===== src/rtl/banda_frame_collector.sv =====
// Serial-to-parallel frame collector: gathers 5 sensor bits MSB first, presents them on a..e
// with a one-cycle load pulse, flags stalled frames. Optional parity bit check: PARITY_CHECK_EN.
module banda_frame_collector #(
  parameter int TIMEOUT = 15,
  parameter int CNT_W   = 8
) (
  input  logic             clk,
  input  logic             clear,
  input  logic             start,
  input  logic             bit_valid,
  input  logic             bit_in,
  output logic             a,
  output logic             b,
  output logic             c,
  output logic             d,
  output logic             e,
  output logic             load,
  output logic             busy,
  output logic             err,
  output logic [CNT_W-1:0] frames
);

  // state   | meaning
  // IDLE    | waiting for start; bit_valid ignored
  // COLLECT | shifting in data bits, stall timer running
  // CHECK   | waiting for parity bit (PARITY_CHECK_EN only)
  // DONE    | one cycle: a..e hold the new frame, load high
`ifdef PARITY_CHECK_EN
  typedef enum logic [1:0] {S_IDLE, S_COLLECT, S_CHECK, S_DONE} state_t;
  localparam int SH_W = 5;
`else
  typedef enum logic [1:0] {S_IDLE, S_COLLECT, S_DONE} state_t;
  localparam int SH_W = 4;
`endif

  localparam logic [7:0] TMO_LOAD = 8'(TIMEOUT);

  state_t           state, state_n;
  logic [2:0]       idx;
  logic [7:0]       tmo;
  logic [SH_W-1:0]  shadow;
  logic [4:0]       data;
  logic             err_q;
  logic [CNT_W-1:0] frames_q;

  logic             restart;
  logic             accept;
  logic             idle_tick;
  logic             fault;
  logic             deliver;
  logic [4:0]       deliver_data;

  always_comb begin
    state_n      = state;
    restart      = 1'b0;
    accept       = 1'b0;
    idle_tick    = 1'b0;
    fault        = 1'b0;
    deliver      = 1'b0;
`ifdef PARITY_CHECK_EN
    deliver_data = shadow;
`else
    deliver_data = {shadow, bit_in};
`endif
    case (state)
      S_IDLE: begin
        if (start) begin
          restart = 1'b1;
          state_n = S_COLLECT;
        end
      end
      S_COLLECT: begin
        if (start) begin
          restart = 1'b1;
        end else if (bit_valid) begin
          accept = 1'b1;
          if (idx == 3'd4) begin
`ifdef PARITY_CHECK_EN
            state_n = S_CHECK;
`else
            deliver = 1'b1;
            state_n = S_DONE;
`endif
          end
        end else begin
          idle_tick = 1'b1;
          if (tmo == 8'd1) begin
            fault   = 1'b1;
            state_n = S_IDLE;
          end
        end
      end
`ifdef PARITY_CHECK_EN
      S_CHECK: begin
        if (start) begin
          restart = 1'b1;
          state_n = S_COLLECT;
        end else if (bit_valid) begin
          // even parity: data bits plus parity bit must XOR to zero
          if (^{shadow, bit_in}) begin
            fault   = 1'b1;
            state_n = S_IDLE;
          end else begin
            deliver = 1'b1;
            state_n = S_DONE;
          end
        end else begin
          idle_tick = 1'b1;
          if (tmo == 8'd1) begin
            fault   = 1'b1;
            state_n = S_IDLE;
          end
        end
      end
`endif
      S_DONE: begin
        state_n = S_IDLE;
      end
      default: begin
        state_n = S_IDLE;
      end
    endcase
  end

  always_ff @(posedge clk or posedge clear) begin
    if (clear) begin
      state <= S_IDLE;
    end else begin
      state <= state_n;
    end
  end

  // Stall timer counts down from TIMEOUT; expiry is the idle cycle that finds it at 1.
  always_ff @(posedge clk or posedge clear) begin
    if (clear) begin
      idx    <= 3'd0;
      tmo    <= 8'd0;
      shadow <= '0;
    end else if (restart) begin
      idx <= 3'd0;
      tmo <= TMO_LOAD;
    end else if (accept) begin
`ifdef PARITY_CHECK_EN
      shadow <= {shadow[3:0], bit_in};
`else
      shadow <= {shadow[2:0], bit_in};
`endif
      idx    <= idx + 3'd1;
      tmo    <= TMO_LOAD;
    end else if (idle_tick) begin
      tmo <= tmo - 8'd1;
    end
  end

  always_ff @(posedge clk or posedge clear) begin
    if (clear) begin
      data     <= 5'd0;
      err_q    <= 1'b0;
      frames_q <= '0;
    end else begin
      if (restart) begin
        err_q <= 1'b0;
      end else if (fault) begin
        err_q <= 1'b1;
      end
      if (deliver) begin
        data     <= deliver_data;
        frames_q <= frames_q + CNT_W'(1);
      end
    end
  end

  assign {a, b, c, d, e} = data;
  assign load   = (state == S_DONE);
  assign busy   = (state != S_IDLE);
  assign err    = err_q;
  assign frames = frames_q;

endmodule


===== config.mk =====
export PLATFORM = sky130hd
export DESIGN_NAME = banda_frame_collector
export DESIGN_NICKNAME = d
export VERILOG_FILES = /design/src/rtl/banda_frame_collector.sv
export SDC_FILE = /design/constraint.sdc
export NUM_CORES = 1
export LEC_CHECK = 0
export ABC_AREA = 1
export CELL_PAD_IN_SITES_DETAIL_PLACEMENT = 1
export CELL_PAD_IN_SITES_GLOBAL_PLACEMENT = 2
export CORE_UTILIZATION = 32
export CTS_CLUSTER_DIAMETER = 60
export CTS_CLUSTER_SIZE = 30
export DETAILED_ROUTE_END_ITERATION = 8
export PLACE_DENSITY_LB_ADDON = 0.1
export SETUP_SLACK_MARGIN = 0.3
export SYNTH_ARGS = -nofsm -noshare
export SYNTH_HDL_FRONTEND = slang
export SYNTH_SLANG_ARGS = --single-unit

===== constraint.sdc =====
create_clock -name clk -period 1.4 [get_ports clk]
set_input_delay 0.28 -clock clk [delete_from_list [all_inputs] [get_ports clk]]
set_output_delay 0.28 -clock clk [all_outputs]
set_load 0.05 [all_outputs]

==> results by group <==
Critical path
  – Largest fanout on the critical path: 6
  – Worst EP arrival: 1.58 ns
  – Worst-case reg-to-reg path depth: 7
  – Kind of critical path: reg -> reg
  – Worst r2r src: state[1]$_DFFE_PP0P_
  – Setup crit start kind: flop
  – CP endpoint kind: flop
  – Data required time of the worst path: between 1.5 and 2 ns
  – RR Endpoint: data[1]$_DFFE_PP0P_
  – CP max-delay cell: dfrtp_2
  – Cell family with most CP delay: simple AND/OR/NAND/NOR gates
  – Worst-path cell chain: nor2_4, nand3_4, nor2_8, buf_12, inv_8, nand2_4, o21ai_2
  – Slowest stage delay, CP: between 0.4 and 0.5 ns
  – R2R Setup Slk: -0.009 ns
  – CP Buf/Inv Count: 2

Placed design
  – DP Area: 2197 um^2
  – Hpwl dp: ~3.1 mm
  – I/O Buffers: 20
  – DP Worst Slack: -0.1537 ns
  – Placed insts: just under 300
  – GP Congestion: ~0.8

Final layout
  – Layout cells sized above 1: 0.5526
  – Area of the multi-input gates: around 1000 um^2
  – Final net count: roughly 280
  – Antenna diodes: 0
  – Design area: between 2000 and 3000 um^2
  – Storage cell area: 788.3 um^2
  – Layout area overhead: 79.98%
  – Non-Filler Instances: 333
  – Fillers: 537

Synth
  – Avg Cell Area, Syn: 8.167 um^2
  – Gate Count Post-Synth: 199
  – Ys Warns: 0
  – Mapped Nets: 209
  – EDFF count, synth: 0
  – Seq/Total Area, Yosys: 0.4773
  – Async set or reset register ratio after synthesis: 1.000
  – Synth cell types: 25
  – Post-synthesis cell area: 1625 um^2
  – Yosys reg bits: 31
  – Ys flop type: dfrtp_1

Timing
  – Slew HR: 0.7967
  – Worst Slack Setup Final: -0.009317 ns
  – Setup TNS: -0.01210 ns
  – F_max: 0.7096 GHz
  – Clock Skews: 0.01160 ns
  – Worst-margin pin slew: approximately 0.3 ns
  – Smallest hold slack: 0.3412 ns
  – Final hold viol count: 0
  – Max-slew violation count: 0
  – Crit share post-route: 1.007
  – Period minus WS final: approximately 1.4 ns
  – # setup viols final: 3
  – RSZ-0062 raised after global routing: yes

Drt
  – Post-route DRC: 0
  – WL per Instance: 15.62 um
  – DR iter-0 viols: 76
  – DR vias/cell: 4.634
  – Detailed Routing Iterations Pass 1: 4
  – Total Wirelength: roughly 5.2 mm
  – Post-route ant nets: 0
  – DR vias: about 1500

Worst hold path
  – Worst hold path type: in -> async

Power and ir drop
  – VDD IR max: roughly 1000 uV
  – P per Cell Area: around 1100 nW/um^2
  – Lkg Pwr: approximately 1.4 nW

Die
  – Boundary Pins: 21
  – Die Span Y: 73.27 um
  – Row count: 25
  – DIE AREA: approximately 5400 um^2
  – Die width: between 70 and 80 um
  – Core Box Area: a little under 5000 um^2
  – Initial Utilization: 0.3374

Global routing
  – Grt total ovfl: 0
  – Met3 Resource Use GR: 0.04115
  – Vias in the first global route: between 1500 and 2000
  – Initial antenna violation count: 0
  – First-pass GRT wire length: 8.197 mm
  – Met1 GRT Util: 0.2550
  – Largest net degree at the start of global routing: 32
  – Global route hottest layer: met2
  – Gr usage total: 0.2031
  – Met2 Usage GRT: 0.3477

Run status
  – Status: finished with violations
  – Failing checks: setup timing

Clocking
  – H-tree levels: 2
  – TritonCTS Buffers: 5
  – Bufs on Longest Clock Path: 2
  – Clock sink count: 31
  – Clock-pin slew on the worst setup and hold paths: 0.08 ns
  – Clk Latency, worst-skew pair: roughly 0.29 ns
  – CTS tree: done
  – CTS root buffer: clkbuf_8

Run
  – Max-cap violations: 0
==> flip-flops by register name, indices dropped and copies added (netlist names) <==
name    cells
data        5
err         1
frames      8
idx         3
shadow      4
state       2
tmo         8
==> routing by layer <==
| layer | vias to the layer above | share of wire |
|---|---|---|
| li1 | 759 | - |
| met1 | 746 | 0.44 |
| met2 | 28 | 0.51 |
| met3 | 10 | 0.025 |
| met4 | 0 | 0.019 |
| met5 | - | 0 |
==> power breakdown <==
part	leakage, nW	switching, W	internal [W]
logic	0.928	0.000592	0.000452
clock network	0.0612	0.000367	0.000576
registers	0.377	0.0000933	0.000996
total	1.37	0.00105	0.00202
==> metrics by stage <==
step	util	total power, W
2_1_floorplan	-	0.001492
3_3_place_gp	0.4561	0.001677
3_5_place_dp	0.4561	0.001713
4_1_cts	0.5548	0.002925
5_1_grt	0.6073	0.003239
6_report	0.6073	0.003077
==> repair_timing <==
action	CTS	global route
setup buffers	20	9
endpoints found under the setup margin	47	47
hold buffers	0	0
pin swaps	11	13
resized for setup	65	45
cloned	1	0
==> worst reg2reg max path: cells and delay by family, from the launching register on <==
| family | cells | cell delay [ns] |
|---|---|---|
| DFF | 1 | 0.48 |
| buffers and inverters | 2 | 0.19 |
| and+or+nand+nor | 4 | 0.56 |
| AOI/OAI and AO/OA | 1 | 0.05 |
==> cells in the mapped netlist (2+ instances only) <==
cell,n,share of area
nor2_1,15,0.035
nand3_1,10,0.031
inv_1,31,0.072
o31ai_1,2,0.0092
o21ai_2,3,0.016
nand2_2,4,0.015
xor2_1,4,0.022
o21ai_0,13,0.040
nor3_1,2,0.0062
nand2_1,61,0.14
nand4_1,5,0.019
ha_1,5,0.038
buf_6,2,0.014
dfrtp_1,31,0.48
==> kinds of logic after synthesis <==
kind of cell,count (synthesis),share of synthesized area
XOR/XNOR,5,0.02694
flip-flops,31,0.4773
buffers and inverters,35,0.09161
AND/OR/NAND/NOR,102,0.2871
AO/OA/AOI/OAI,21,0.07852
adder cells (fa/ha/maj),5,0.03849
==> worst max-delay path by stage <==
stage	startpoint	endpoint	slack (ns)	depth (start not counted)
floorplan	state[0]$_DFFE_PP0P_	data[1]$_DFFE_PP0P_	0.13	8
global placement	start	frames[0]$_DFFE_PP0P_	-0.11	6
detailed placement	start	data[1]$_DFFE_PP0P_	-0.15	7
CTS	state[1]$_DFFE_PP0P_	busy	0.03	3
global route	state[1]$_DFFE_PP0P_	frames[1]$_DFFE_PP0P_	-0.09	7
finish	state[1]$_DFFE_PP0P_	data[1]$_DFFE_PP0P_	-0.009	7
==> layout make-up <==
| type | count | share of cell area |
|---|---|---|
| timing repair inverter | 1 | 0.002139 |
| clock buffer | 6 | 0.02823 |
| inverter | 33 | 0.05090 |
| clock inverter | 2 | 0.01198 |
| sequential | 31 | 0.2695 |
| tap | 67 | 0.02866 |
| timing repair buffer | 60 | 0.2532 |
| multi-input combinational | 133 | 0.3554 |
==> cell usage in the layout, fill, tap and decap left out, types with 2 or more instances in the layout <==
| cell type | n |
|---|---|
| buf_12 | 18 |
| buf_4 | 23 |
| buf_6 | 15 |
| clkbuf_8 | 6 |
| clkdlybuf4s50_1 | 3 |
| dfrtp_1 | 21 |
| dfrtp_2 | 10 |
| ha_1 | 2 |
| ha_4 | 2 |
| inv_1 | 21 |
| inv_2 | 8 |
| inv_4 | 3 |
| nand2_1 | 37 |
| nand2_2 | 13 |
| nand2_4 | 10 |
| nand2_8 | 5 |
| nand3_1 | 8 |
| nand3_2 | 3 |
| nand4_1 | 5 |
| nor2_1 | 10 |
| nor2_4 | 5 |
| nor3_2 | 2 |
| o21ai_1 | 3 |
| o21ai_2 | 11 |
| o31ai_4 | 2 |
| xor2_1 | 3 |
No activity file was read; power rests on OpenSTA's default activity.
